`src/rtl/f2i_seq.sv`:
```
// Multi-cycle IEEE-754 single to int32 converter (truncate toward zero).
// One 16/8/4/2/1 shift stage per clock, valid/ready on both sides.
module f2i_seq #(
  parameter logic [31:0] SAT_VALUE = 32'h8000_0000
) (
  input  logic        clk,
  input  logic        rst_n,
  input  logic        in_valid,
  output logic        in_ready,
  input  logic [31:0] a,
  output logic        out_valid,
  input  logic        out_ready,
  output logic [31:0] d,
  output logic        p_lost,
  output logic        invalid
);

  localparam int unsigned DW   = 32;
  localparam int unsigned EW   = 8;
  localparam int unsigned SHW  = 5;
  localparam int unsigned CNTW = 3;

  typedef enum logic [1:0] {S_IDLE, S_SHIFT, S_NEG, S_DONE} state_t;

  state_t            r_state;
  state_t            w_next_state;
  logic [CNTW-1:0]   r_cnt;
  logic [DW-1:0]     r_w;
  logic              r_sticky;
  logic              r_dir_left;
  logic [SHW-1:0]    r_sh;
  logic              r_sign;

  logic              w_accept;
  logic [EW-1:0]     w_e;
  logic              w_small;
  logic              w_big;
  logic              w_left;
  logic [SHW-1:0]    w_sh;
  logic [SHW-1:0]    w_amt;
  logic [DW-1:0]     w_mask;
  logic              w_stage_en;
  logic [DW-1:0]     w_shifted;
  logic              w_lost;

  assign in_ready = (r_state == S_IDLE);
  assign w_accept = in_valid && in_ready;

  // Operand decode, evaluated at accept
  assign w_e     = a[30:23];
  assign w_small = (w_e < EW'(127));
  assign w_big   = (w_e >= EW'(158));
  assign w_left  = (w_e >= EW'(150));
  assign w_sh    = w_left ? SHW'(w_e - EW'(150)) : SHW'(EW'(150) - w_e);

  // Current shift stage: amount 2^cnt, enabled by the matching bit of sh
  assign w_amt      = SHW'(1) << r_cnt;
  assign w_mask     = (DW'(1) << w_amt) - DW'(1);
  assign w_stage_en = |(r_sh & (SHW'(1) << r_cnt));
  assign w_shifted  = r_dir_left ? (r_w << w_amt) : (r_w >> w_amt);
  assign w_lost     = |(r_w & w_mask);

  always_ff @(posedge clk) begin
    if (!rst_n) r_state <= S_IDLE;
    else        r_state <= w_next_state;
  end

  always_comb begin
    w_next_state = r_state;
    case (r_state)
      S_IDLE:  if (w_accept) w_next_state = (w_small || w_big) ? S_DONE : S_SHIFT;
      S_SHIFT: if (r_cnt == '0) w_next_state = S_NEG;
      S_NEG:   w_next_state = S_DONE;
      S_DONE:  if (out_ready) w_next_state = S_IDLE;
      default: w_next_state = S_IDLE;
    endcase
  end

  // Datapath and registered outputs
  always_ff @(posedge clk) begin
    if (!rst_n) begin
      r_cnt      <= '0;
      r_w        <= '0;
      r_sticky   <= 1'b0;
      r_dir_left <= 1'b0;
      r_sh       <= '0;
      r_sign     <= 1'b0;
      out_valid  <= 1'b0;
      d          <= '0;
      p_lost     <= 1'b0;
      invalid    <= 1'b0;
    end else begin
      out_valid <= (w_next_state == S_DONE);
      case (r_state)
        S_IDLE: begin
          if (w_accept) begin
            r_sign <= a[31];
            if (w_small) begin
              d       <= '0;
              p_lost  <= |a[30:0];
              invalid <= 1'b0;
            end else if (w_big) begin
              p_lost <= 1'b0;
              if (a == 32'hCF00_0000) begin
                d       <= 32'h8000_0000;
                invalid <= 1'b0;
              end else begin
                d       <= SAT_VALUE;
                invalid <= 1'b1;
              end
            end else begin
              r_w        <= {8'b0, 1'b1, a[22:0]};
              r_sticky   <= 1'b0;
              r_dir_left <= w_left;
              r_sh       <= w_sh;
              r_cnt      <= CNTW'(4);
            end
          end
        end
        S_SHIFT: begin
          if (w_stage_en) begin
            r_w <= w_shifted;
            if (!r_dir_left) r_sticky <= r_sticky | w_lost;
          end
          if (r_cnt != '0) r_cnt <= r_cnt - CNTW'(1);
        end
        S_NEG: begin
          d       <= r_sign ? (DW'(0) - r_w) : r_w;
          p_lost  <= r_sticky;
          invalid <= 1'b0;
        end
        default: ;
      endcase
    end
  end

endmodule

```
`config.mk`:
```
export PLATFORM = sky130hd
export DESIGN_NAME = f2i_seq
export DESIGN_NICKNAME = d
export VERILOG_FILES = /design/src/rtl/f2i_seq.sv
export SDC_FILE = /design/constraint.sdc
export NUM_CORES = 1
export LEC_CHECK = 0
export ABC_AREA = 0
export BUFFER_PORTS_ARGS = -buffer_cell sky130_fd_sc_hd__buf_4
export CORE_MARGIN = 1
export CORE_UTILIZATION = 55
export CTS_BUF_LIST = sky130_fd_sc_hd__clkbuf_8 sky130_fd_sc_hd__clkbuf_16
export DETAILED_ROUTE_END_ITERATION = 10
export PLACE_DENSITY = 0.74
export SYNTH_ARGS = -nofsm -noshare
export SYNTH_HDL_FRONTEND = slang
export SYNTH_SLANG_ARGS = --single-unit
```
`constraint.sdc`:
```
create_clock -name clk -period 5.7 [get_ports clk]
set_clock_uncertainty 0.05 [all_clocks]
set_input_delay 0.855 -clock clk [delete_from_list [all_inputs] [get_ports clk]]
set_output_delay 0.855 -clock clk [all_outputs]
set_load 0.05 [all_outputs]
```
### After elaboration in Yosys (flattened, before gate mapping)

Cells that the tools add are included.
Widths: inputs -> output; s select.

| storage, ports and cells | value |
|---|---|
| register bits after elaboration | 80 |
| word-level logic and storage cells | 93 |
| input bits | 36 |

| cells by class | value |
|---|---|
| add/subtract/negate cells | 5 |
| equality and inequality tests | 12 |
| bitwise logic cells | 5 |
| muxes and demuxes | 37 |
| reductions and logical operators | 16 |
| order comparisons | 3 |
| shift-type cells | 4 |

Operators by type and width:

| operator | count |
|---|---|
| $mux 32 | 9 |
| $pmux 32 s2 | 2 |
| $and 32x32->32 | 1 |
| $eq 32x32->1 const B | 1 |
| $reduce_or 32->1 | 1 |
| $shl 1x5->32 const A | 1 |
| $shl 32x5->32 | 1 |
| $shr 32x5->32 | 1 |
| $sub 1x32->32 const A | 1 |
| $sub 32x2->32 const B | 1 |
| $reduce_or 31->1 | 1 |
| $ge 8x8->1 const B | 2 |
| $mux 1 | 12 |
| $mux 3 | 4 |
| $ne 2x2->1 const B | 5 |
| $reduce_and 5->1 | 2 |
| $lt 8x7->1 const B | 1 |
| $mux 2 | 4 |
| $pmux 2 s4 | 1 |
| $eq 2x2->1 const B | 3 |
| $pmux 1 s2 | 3 |
| $pmux 3 s2 | 1 |
| $reduce_and 6->1 | 1 |
| $and 5x5->5 | 1 |
| other kinds (20) | 22 |

### Depth between registers and ports, before layout

| logic depth | value |
|---|---|
| word-level depth | 9 |
| mapped depth | 14 |
| gate-level depth less buffers | 11 |

### Least setup slack after synthesis

OpenSTA, ideal clock, no wires.

| path | value |
|---|---|
| kind | reg-to-reg |
| start point | reg r_cnt[0] |
| end point | reg r_sticky |
| cell stages (with the launch flop) | 14 |
| required time | 5.576 ns |
| arrival | 3.081 ns |
| library setup time | 0.074 ns |
| path slack | 2.495 ns |
| path through | dfxtp_1 > inv_1 > ha_1 > buf_2 > buf_2 > nor4b_1 > nand2_1 > ha_1 > or4_1 > o21ai_0 > a22o_1 > a22oi_1 > o211a_1 > a31oi_1 |

| between the ends | value |
|---|---|
| word-level cells in the longest chain between the ends | 9 |
| elaborated cells on any way between the ends | 13 |
| classes of those cells | add/sub (1); eq/ne (1); shift (2); mux (3); bitwise (3); reduce/logical (3) |

Ends and longest elaborated chain:

| element | RTL line | source |
|---|---|---|
| from (decl) | 27 | `logic [CNTW-1:0] r_cnt;` |
| from (signal assigned) | 125 | `if (r_cnt != '0) r_cnt <= r_cnt - CNTW'(1);` |
| $shl 1x3->5 * | 57, 59 |  |
| $shl 1x5->32 | 58 | `assign w_mask = (DW'(1) << w_amt) - DW'(1);` |
| $sub 32x2->32 | 58 |  |
| $and 32x32->32 | 61 | `assign w_lost = \|(r_w & w_mask);` |
| $reduce_or 32->1 | 61 |  |
| $or 1x1->1 | 123 | `if (!r_dir_left) r_sticky <= r_sticky \| w_lost;` |
| $mux 1 | 123 |  |
| $mux 1 | 121 | `if (w_stage_en) begin` |
| $pmux 1 s2 | 94 | `case (r_state)` |
| to (signal assigned) | 123 |  |
| to (decl) | 29 | `logic r_sticky;` |

Mark *: on every way between the ends. The rest lies on a longest branch, timed or not. The select of a mux whose other input is x is not followed.
A chain may end at the register's enable or synchronous reset.

### Worst setup path after layout

| path | value |
|---|---|
| start point | reg r_cnt[0] |
| end point | reg r_w[22] |

| between the ends | value |
|---|---|
| word-level cells in the longest chain between the ends | 5 |
| elaborated cells on any way between the ends | 10 |
| classes of those cells | eq/ne (1); shift (3); mux (3); bitwise (1); reduce/logical (2) |

Ends and longest elaborated chain:

| element | RTL line | source |
|---|---|---|
| $shl 1x3->5 * | 57, 59 |  |
| $shr 32x5->32 (tied with other cells) | 60 | `assign w_shifted = r_dir_left ? (r_w << w_amt) : (r_w >> w_amt);` |
| $mux 32 / $reduce_or 5->1 (equally long branches) | 60, 59 |  |
| $mux 32 / $ne 2x2->1 (equally long branches) | n/a |  |
| $pmux 32 s2 / $reduce_and 5->1 (equally long branches) | n/a |  |
| to (signal assigned) | 112 | `r_w <= {8'b0, 1'b1, a[22:0]};` |
| to (signal assigned) | 122 | `r_w <= w_shifted;` |
| to (decl) | 28 | `logic [DW-1:0] r_w;` |

Marks and branches as above.

==> metrics.yaml <==
critical_path:
  reg2reg_slack_ns: 1.50
  reg2reg_from: "r_cnt[0]"
  crit_chain: "inv_1, ha_4, o21bai_1, a222oi_1, a221oi_1, a222oi_1, nand2_1, o221a_2"
  criticalPathCategory: "reg -> reg"
  r2r_end: "r_w[22]"
  required_ns: 5.91
  slowest_stage: "a222oi_1"
  critPathMaxStageDelay_ns: 1.19
  rr_worst_depth: 8
  critPathLaunchType: "flop"
  crit_arrival_ns: 4.40
  cp_num_buf_inv: 1
  cpMostUsedCell: "a222oi_1"
  end_kind: "flop"
  cp_max_fo: 67
  crit_family: "compound AO/OA/AOI/OAI gates"
yosys:
  synth_area_leaders: "dfxtp_1, mux4_2, mux2_2"
  synth_fp_nets: 1163
  yosysTopAreaCell: "dfxtp_1"
  synth_cells: 1115
  synth_area_sq_mm: 0.00848
  synth_top_area_share_pct: 18.9
  synth_edf_count: 0
  ys_ff_latch: 80
  async_flop_share_pct: 0
  synth.most_common_cell: "clkbuf_1"
  ys_types: 82
  avgSynthCellArea_sq_um: 7.60
  ys_seq_area_share_pct: 18.9
  synthTopCellsByCount: "clkbuf_1, nand2_1, nor2_1"
  synth_top_flop_cell: "dfxtp_1"
  synth_warnings: 0
floorplan:
  start_util_pct: 56.0
  dieArea_sq_mm: 0.0159
  rows: 45
  io_pins: 72
  die_x_um: 126
  fp.dieH_um: 126
  core_area_sq_mm: 0.0151
grt:
  grt_pass1_vias: 9170
  grt_max_degree: 68
  track_usage_pct: 48.3
  overflow: 0
  grt_pass1_wl_um: 57800
  antenna_found_initial: 1
min_path:
  min_to: "r_sh[1]"
  hold_path_startpoint: "r_sh[1]"
  min_path_type: "reg -> reg"
  hold_depth: 2
place:
  place.gp.congestion: 1.12
  dp_hpwl_um: 26300
  port_buffers: 71
sta:
  tightest_slew_ns: 1.34
  post-route-period-util_pct: 73.6
  maxSlewViolCount: 0
  setup_viol: 0
  rsz0062_at_grt: "false"
  fin_tns_setup_ns: 0
  relSlewSlack_pct: 10.4
  period_needed_ns: 4.20
  timing_hold_violations_final: 0
  max_freq_ghz: 0.238
clock_network:
  postCtsSetupRepairBufs: 0
  cts.clk_slew.worst_paths_ns: 0.07
  root_buffer: "clkbuf_16"
  ctsHoldBuffers: 0
  cts_tree: "done"
  clock_sinks: 80
  insertion_delay_ns: 0.36
  cts_made_buffers: 9
  cts_max_level: 3
  cts_resized: 0
  cts.path.max_buffers: 2
power_and_ir_drop:
  powerDensity_mw_per_mm2: 226
  leakage_uw: 0.00335
  ir_worst_vdd_mv: 0.155
route:
  drc: 0
  drt_iter0_drc: 1821
  vias: 10300
  first_pass_iters: 8
  viasPerCell: 7.94
  drtAntennaViolNets: 0
  wl_per_cell_um: 29.8
  routed_wl_um: 38500
final_layout:
  drive_above_1_share_pct: 19.5
  utilization_pct: 61.4
  fill_cells: 1408
  fin_nets: 1148
  diodes: 0
  area_growth_pct: 9.62
flow_run:
  cap_viol_max_count: 0
status:
  status: "complete, no violations"
==> metrics by stage <==
stage               total power [uW]  std cells  hold WS, ns  instance area (sq um)  setup WS, ns
global placement                1440       1277        0.393                   9000          1.88
finish                          2100       1293        0.403                   9290          1.50
floorplan                       1190       1115        0.382                   8480          2.49
CTS                             2050       1293        0.406                   9290          1.83
detailed placement              1440       1277        0.398                   9000          1.84
global route                    2150       1293        0.428                   9290          1.52
==> state kept, by name, indices dropped and copies added, names as in the netlist, 2 cells and up <==
signal   flops
r_sh         5
r_state      2
r_cnt        3
r_w         32
d           32
==> layout make-up <==
type | count | area (sq um) | area share, %
Inverter | 30 | 113 | 1.21
Clock inverter | 7 | 71.3 | 0.767
Timing Repair Buffer | 103 | 773 | 8.32
Tap cell | 188 | 235 | 2.53
Clock buffer | 9 | 225 | 2.42
Multi-Input combinational cell | 876 | 6270 | 67.5
Sequential cell | 80 | 1600 | 17.2
==> how the worst max path moves through the flow <==
stage	startpoint	end	depth (start not counted)	slack (ns)
final	r_cnt[0]	r_w[22]	8	1.50
after global routing	r_cnt[0]	r_w[22]	8	1.52
after CTS	r_cnt[0]	r_w[22]	8	1.83
after detailed placement	r_cnt[0]	r_w[22]	8	1.84
after global placement	r_cnt[0]	r_w[22]	8	1.88
after floorplan	r_cnt[0]	r_sticky	13	2.49
==> where the power goes <==
group          total [uW]  internal, uW  switching (uW)
registers             652           583            69.0
clock network         612           341             272
logic                 833           286             546
total                2100          1210             887
==> worst register-to-register path, cell delays in order, from the launching register on <==
cell	delay, ns
dfxtp_1	0.35
inv_1	0.16
ha_4	0.66
o21bai_1	0.43
a222oi_1	1.19
a221oi_1	0.48
a222oi_1	0.45
nand2_1	0.09
o221a_2	0.25
==> logic make-up (layout without fill, tap and decap cells) <==
family / Yosys count / count (layout) / share of synthesized area, %
AND/OR/NAND/NOR: 352 / 352 / 20.9
XOR/XNOR: 33 / 33 / 3.41
buffers and inverters: 159 / 149 / 7.45
flip-flops: 80 / 80 / 18.9
AO/OA/AOI/OAI: 390 / 390 / 32.5
adder cells (fa/ha/maj): 12 / 12 / 1.77
multiplexers: 89 / 89 / 15.2
==> routing by layer <==
metal  global-route usage, %  routed length [um]  vias to the layer above
met4                    27.4                2520                        2
met5                       0                   3                        -
met3                    19.5                6480                      239
met2                    65.4               15100                     1038
li1                        -                   -                     4252
met1                    64.2               14400                     4735
==> placed cells by master, fill, tap and decap left out, types with 12 or more instances in the layout <==
| cell | count |
|---|---|
| a31oi_1 | 19 |
| nand2b_1 | 15 |
| o22ai_1 | 30 |
| inv_1 | 29 |
| xnor2_1 | 18 |
| nand2_1 | 93 |
| a21oi_1 | 62 |
| nor4_1 | 28 |
| nor3_1 | 28 |
| nand3_1 | 21 |
| xor2_1 | 15 |
| mux2_2 | 36 |
| nor2_1 | 87 |
| buf_4 | 103 |
| a211oi_1 | 13 |
| mux2i_1 | 25 |
| a221oi_1 | 18 |
| o221ai_1 | 12 |
| o211ai_1 | 15 |
| a22oi_1 | 24 |
| o2bb2ai_1 | 25 |
| nor2b_1 | 13 |
| dfxtp_1 | 80 |
| mux4_2 | 28 |
| o21ai_0 | 78 |
Note: power is estimated with default switching activity, not from simulation.
